--- config.mk ---
export PLATFORM = sky130hd
export DESIGN_NAME = bist_lfsr_tpg
export DESIGN_NICKNAME = d
export VERILOG_FILES = /design/src/rtl/bist_lfsr_tpg.sv
export SDC_FILE = /design/constraint.sdc
export NUM_CORES = 1
export LEC_CHECK = 0
export CAP_MARGIN = 20
export CORE_MARGIN = 10
export CORE_UTILIZATION = 50
export CTS_CLUSTER_DIAMETER = 30
export DETAILED_ROUTE_END_ITERATION = 10
export HOLD_SLACK_MARGIN = 0.06
export PLACE_DENSITY = 0.86
export SYNTH_ARGS = -nofsm -noshare
export SYNTH_HDL_FRONTEND = slang
export SYNTH_SLANG_ARGS = --single-unit
export TNS_END_PERCENT = 50
--- constraint.sdc ---
create_clock -name clk -period 1.87 [get_ports clk]
set_clock_uncertainty 0.15 [all_clocks]
set_input_delay 0.374 -clock clk [delete_from_list [all_inputs] [get_ports clk]]
set_output_delay 0.374 -clock clk [all_outputs]
set_load 0.01 [all_outputs]
--- src/rtl/bist_lfsr_tpg.sv ---
// BIST test-pattern generator: 5-bit internal-XOR LFSR (x^5+x^2+1) sequenced
// by a small run controller. It issues a programmable number of patterns, can
// be stalled with hold, and provides enable/clear strobes for a downstream
// signature register (MISR).
module bist_lfsr_tpg #(
  parameter int         CNT_W    = 5,
  parameter logic [4:0] DEF_SEED = 5'b00001
) (
  input  logic             clk,
  input  logic             reset,
  input  logic             start,
  input  logic             seed_load,
  input  logic [4:0]       seed,
  input  logic [CNT_W-1:0] num_pat,
  input  logic             hold,
  output logic [4:0]       pattern,
  output logic             pat_valid,
  output logic             misr_enb,
  output logic             misr_clr_n,
  output logic             busy,
  output logic             done
);

  typedef enum logic [2:0] {
    S_IDLE  = 3'd0,
    S_INIT  = 3'd1,
    S_RUN   = 3'd2,
    S_FLUSH = 3'd3,
    S_DONE  = 3'd4
  } state_t;

  // Feedback taps of the internal-XOR LFSR: bit 2 receives q[1]^q[4].
  localparam logic [4:0]       TAPS    = 5'b00100;
  localparam logic [CNT_W-1:0] CNT_ONE = CNT_W'(1);

  state_t           state_q;
  logic [4:0]       seed_q;
  logic [4:0]       lfsr_q;
  logic [4:0]       lfsr_d;
  logic [CNT_W-1:0] cnt_q;
  logic [CNT_W-1:0] num_q;
  logic [CNT_W-1:0] cnt_inc;
  logic             busy_q;
  logic             done_q;
  logic             misr_clr_n_q;
  logic             misr_enb_q;
  logic             last_pat;
  logic [4:0]       seed_safe;

  // An all-zero LFSR would lock up, so a zero seed is promoted to 1.
  assign seed_safe = (seed == 5'b00000) ? 5'b00001 : seed;

  // LFSR next state: bit 0 takes the feedback bit, other bits shift up and
  // optionally XOR in the feedback where a tap is present.
  assign lfsr_d[0] = lfsr_q[4];
  generate
    for (genvar gi = 1; gi < 5; gi++) begin : g_lfsr
      assign lfsr_d[gi] = lfsr_q[gi-1] ^ (TAPS[gi] & lfsr_q[4]);
    end
  endgenerate

  // Counter compare wraps mod 2^CNT_W, so a latched count of 0 yields
  // 2^CNT_W patterns with no special case.
  assign cnt_inc  = cnt_q + CNT_ONE;
  assign last_pat = (cnt_inc == num_q);

  // pat_valid must react to hold in the same cycle, so it is decoded here.
  assign pat_valid  = (state_q == S_RUN) && !hold;
  assign pattern    = lfsr_q;
  assign misr_enb   = misr_enb_q;
  assign misr_clr_n = misr_clr_n_q;
  assign busy       = busy_q;
  assign done       = done_q;

  // Run controller, LFSR, counter and registered status outputs.
  always_ff @(posedge clk) begin
    if (reset) begin
      state_q      <= S_IDLE;
      seed_q       <= DEF_SEED;
      lfsr_q       <= DEF_SEED;
      cnt_q        <= '0;
      num_q        <= '0;
      busy_q       <= 1'b0;
      done_q       <= 1'b0;
      misr_clr_n_q <= 1'b1;
      misr_enb_q   <= 1'b0;
    end else begin
      misr_enb_q   <= pat_valid;
      misr_clr_n_q <= 1'b1;
      case (state_q)
        S_IDLE, S_DONE: begin
          // Seed write lands this edge, so a same-cycle start uses it in INIT.
          if (seed_load) begin
            seed_q <= seed_safe;
          end
          if (start) begin
            state_q      <= S_INIT;
            num_q        <= num_pat;
            busy_q       <= 1'b1;
            done_q       <= 1'b0;
            misr_clr_n_q <= 1'b0;
          end
        end
        S_INIT: begin
          lfsr_q  <= seed_q;
          cnt_q   <= '0;
          state_q <= S_RUN;
        end
        S_RUN: begin
          if (!hold) begin
            lfsr_q <= lfsr_d;
            cnt_q  <= cnt_inc;
            if (last_pat) begin
              state_q <= S_FLUSH;
            end
          end
        end
        S_FLUSH: begin
          // misr_enb is high here for the final pattern issued in RUN.
          state_q <= S_DONE;
          busy_q  <= 1'b0;
          done_q  <= 1'b1;
        end
        default: begin
          state_q <= S_IDLE;
          busy_q  <= 1'b0;
          done_q  <= 1'b0;
        end
      endcase
    end
  end

endmodule

* Word level (Yosys, flattened, before mapping)
Cells that the tools add are included.
** Cells by class
- Shift operators :: 0
- Bitwise logic cells :: 3
- $lt $le $gt $ge :: 0
- $mul :: 0
- Div/mod/pow operators :: 0
- Reductions and logical operators :: 13
- Equal/unequal tests :: 8
- Mux-type cells :: 14
- Add/sub/neg operators :: 1
** Operators with widths (number)
- $pmux 5 s2 :: 2
- $mux 5 :: 3
- $pmux 3 s4 :: 1
- $mux 3 :: 3
- $reduce_and 2->1 :: 4
- $eq 3x2->1 const B :: 2
- $ne 2x2->1 const B :: 3
- $reduce_or 2->1 :: 3
- $add 5x1->5 const B :: 1
- $eq 5x5->1 :: 1
- $logic_not 5->1 :: 1
- $eq 3x1->1 const B :: 1
- $eq 3x3->1 const B :: 1
- $logic_not 3->1 :: 1
- $mux 1 :: 3
- $pmux 1 s3 :: 1
- $reduce_and 3->1 :: 1
- $not 1->1 :: 2
- $pmux 1 s2 :: 1
- $reduce_bool 2->1 :: 1
- $logic_and 1x1->1 :: 1
- $logic_not 1->1 :: 1
- $xor 1x1->1 :: 1
** Storage, ports and cells
- Bits in read-only memories :: 0
- Memories kept :: 0
- Bits of input ports :: 15
- Register bits after elaboration :: 27
- Word-level logic and storage cells :: 48
- Bits in writable memories :: 0
- Bits in latches :: 0

* Depth between registers and ports, before layout
- Word-level depth :: 5
- Depth in mapped cells :: 6
- Gate-level depth less buffers :: 5

* Worst setup path after synthesis
OpenSTA, ideal clock, no wires.
- Path type :: reg2reg
- Start point :: reg state_q[0]
- End point :: reg lfsr_q[0], in the netlist pattern[0]
- Setup time :: 120 ps
- Arrival :: 1420 ps
- Setup slack :: 180 ps
- Data required time :: 1600 ps
- Stages on the path, launching flop included :: 4
- Clock period less this slack :: 1690 ps
- Cells stage by stage :: dfxtp_1 nor3b_2 mux2_2 a211o_1
** On the way
- Word-level cells in the longest chain between the ends :: 3
- Elaborated cells on any way between the ends :: 6
** RTL lines
- start, declared :: RTL line 36 : state_t state_q;
- start signal, assigned :: RTL line 78 : state_q <= S_IDLE;
- start signal, assigned :: RTL line 97 : state_q <= S_INIT;
- start signal, assigned :: RTL line 107 : state_q <= S_RUN;
- $eq 3x2->1 or $eq 3x1->1 (tied branches) :: RTL line 90 : case (state_q)
- $ne 2x2->1 (no source line) or $reduce_bool 2->1 (tied branches)
- $reduce_and 2->1 (no source line)
- end signal, assigned :: RTL line 105 : lfsr_q <= seed_q;
- end signal, assigned :: RTL line 111 : lfsr_q <= lfsr_d;
- end, declared :: RTL line 38 : logic [4:0] lfsr_q;
Parallel ways exist; a longest one is shown, timed or not.
A chain may end at the register's enable or synchronous reset.

* Final worst setup path
- Start point :: reg lfsr_q[1], in the netlist pattern[1]
- End point :: out pattern[1]
** RTL lines
- end, declared :: RTL line 16 : output logic [4:0] pattern,
No word-level cell between the ends.

==> flow_metrics.env <==
export IMPL_status="finished, final reports clean"
export IMPL_crit_path_start_kind="flop"
export IMPL_postCtsHoldBufs=0
export IMPL_ys_warn_count=0
export IMPL_layout_drive_gt1_share_pct=17.0
export IMPL_place_congestion=0.769
export IMPL_critPathKind="reg -> out"
export IMPL_worst_path_max_delay_cell="clkdlybuf4s50_1"
export IMPL_grt_usage_pct=11.9
export IMPL_drv_cap=0
export IMPL_cp_arrival_ps=1270
export IMPL_hold_class="reg -> reg"
export IMPL_pin_count=25
export IMPL_hold_violations=0
export IMPL_yosys_area_share_simple_pct=23.1
export IMPL_areaGrowthSynthToFinish_pct=28.3
export IMPL_root_buffer="clkbuf_4"
export IMPL_drt_iter0_drc=49
export IMPL_slew_viol_final=0
export IMPL_numCtsBuffers=3
export IMPL_tritoncts="yes"
export IMPL_seq_area_frac_synth_pct=42.4
export IMPL_hp_start="seed_q[4]"
export IMPL_netlist_area_mm2=0.00128
export IMPL_netlist_area_leader_share_pct=42.4
export IMPL_min_period_over_period_pct=96.0
export IMPL_antenna_cells=0
export IMPL_syn_nets=158
export IMPL_end_kind="primary output"
export IMPL_die_x_um=70.5
export IMPL_synth_compound_area_share_pct=18.9
export IMPL_wire_per_inst_um=14.4
export IMPL_die_area_mm2=0.00497
export IMPL_initial_core_util_pct=52.0
export IMPL_async_flop_share_pct=0
export IMPL_drt_total_wl_um=2960
export IMPL_final_nets=193
export IMPL_worstSetupStartpoint="pattern[1]"
export IMPL_power_density_mw_per_mm2=735
export IMPL_synthMuxAreaShare_pct=3.24
export IMPL_grt_pass1_vias=1209
export IMPL_dr_pass1_iters=4
export IMPL_required_ps=1350
export IMPL_synth_edf_count=0
export IMPL_postRouteAntennaNets=0
export IMPL_path_max_fanout=3
export IMPL_worst_pin_slew_ps=370
export IMPL_grt_pass1_wl_um=5040
export IMPL_crit_chain="clkdlybuf4s50_1"
export IMPL_globalRouteOverflowTotal=0
export IMPL_synth_top_family_by_area="simple AND/OR/NAND/NOR gates"
export IMPL_grt_max_degree=15
export IMPL_fin_tns_setup_ps=0
export IMPL_setup_viol=0
export IMPL_drc=0
export IMPL_fmaxAchievable_mhz=557
export IMPL_synth_area_leaders="dfxtp_1 42%, a21oi_1 6.7%, xnor2_1 6.2%"
export IMPL_synthesis_instances=142
export IMPL_vias_per_cell=5.56
export IMPL_antenna_found_initial=0
export IMPL_htree_num_levels=1
export IMPL_die_height_um=70.5
export IMPL_core_area_mm2=0.00245
export IMPL_synth_adder_area_share_pct=0.980
export IMPL_crit_family="buffers and inverters"
export IMPL_dpl_hpwl_um=2290
export IMPL_synth_xor_area_share_pct=6.86
export IMPL_portBuffers=24
export IMPL_avgSynthCellArea_um2=8.99
export IMPL_slowest_delay_ps=560
export IMPL_rows=18
export IMPL_finalCriticalPeriod_ps=1790
export IMPL_synth_most_common_cell="dfxtp_1"
export IMPL_ir_worst_vdd_v=0.000581
export IMPL_r2r_start="state_q[0]"
export IMPL_whs_ps=318
export IMPL_slew_headroom_pct=75.2
export IMPL_clock_sinks=27
export IMPL_rsz0062_at_grt="no"
export IMPL_p_leak_nw=0.588
export IMPL_num_vias=1146
export IMPL_synth_cell_types=37
export IMPL_path_buf_inv=1
export IMPL_synth_largest_area_cell="dfxtp_1"
export IMPL_clockBufferDepth=2
export IMPL_ys_seq_elements=27
export IMPL_clkSlewWorstSetupHoldPaths_ps=130
export IMPL_synth_common_cells="27 x dfxtp_1, 17 x a21oi_1, 17 x nand2_1"
export IMPL_synthFlopType="dfxtp_1"
export IMPL_clkLatencyLatePin_ps=330
-- final timing paths --
check | to | slack, ps | depth (start not counted)
worst max-delay path | pattern[1] | 80 | 1
worst min-delay path | seed_q[4] | 320 | 2
worst max register to register | pattern[4] | 100 | 6
worst min register to register | seed_q[4] | 320 | 2
-- logic make-up (layout without fill, tap and decap cells) --
logic type | Yosys count | in the layout
AO/OA/AOI/OAI | 35 | 35
XOR/XNOR | 10 | 10
adder cells (fa/ha/maj) | 1 | 1
buffers and inverters | 9 | 43
flip-flops | 27 | 27
multiplexers | 4 | 4
AND/OR/NAND/NOR | 56 | 56
-- where the power goes --
group          switching [W]  internal, W
clock network       0.000166    0.0000837
registers          0.0000298     0.000616
logic               0.000143     0.000165
-- metal layers --
metal  global-route usage [%]  part of all wire, %  routed length (µm)  vias up
met1                     12.4                   42                1230      527
met3                     2.97                  4.5                 133       10
li1                         -                    -                   -      568
met4                     6.80                  3.7                 110        0
met2                     21.1                   50                1480       41
met5                        0                    0                   0        -
-- sequential cells by signal (all words and copies together) (netlist names) --
signal,count
cnt_q,5
num_q,5
seed_q,5
misr_enb,1
misr_clr_n,1
busy,1
done,1
state_q,3
pattern,5
-- cells in the final DEF (no fill, tap or decap), types with 2 or more instances in the layout --
cell	count
nor4_1	2
nor3_1	2
a211o_1	2
a21oi_1	17
buf_4	14
o21ai_0	3
a211oi_2	2
a311oi_1	2
a211oi_1	2
nand3_1	11
xnor2_1	9
mux2i_1	3
clkbuf_4	3
clkdlybuf4s50_1	22
nor2_1	11
a41oi_1	2
nor2b_1	2
dfxtp_1	26
nand2_1	17
nand2b_1	3
-- cell type report --
cell class	count	area, µm²
fill	204	817
multi-input combinational	106	678
sequential	27	542
timing repair buffer	39	354
tap	30	37.5
clock buffer	4	26.3
-- per-stage QoR --
| step | setup WS, ps | instance area [µm²] | total power, W | utilization [%] | cells |
|---|---|---|---|---|---|
| floorplan | 180 | 1280 | 0.000831 | - | 142 |
| global placement | -330 | 1610 | 0.000951 | 65.5 | 202 |
| detailed placement | -361 | 1610 | 0.000965 | 65.5 | 202 |
| CTS | 17.1 | 1630 | 0.00121 | 66.6 | 206 |
| global route | 26.9 | 1640 | 0.00126 | 66.7 | 206 |
| finish | 75.2 | 1640 | 0.00120 | 66.7 | 206 |
-- what timing repair did --
action,CTS,global route
buffers inserted,0,0
cloned,0,0
resized for setup,5,2
endpoints found under the setup margin,4,5
Power figures use the tool's default switching activity.
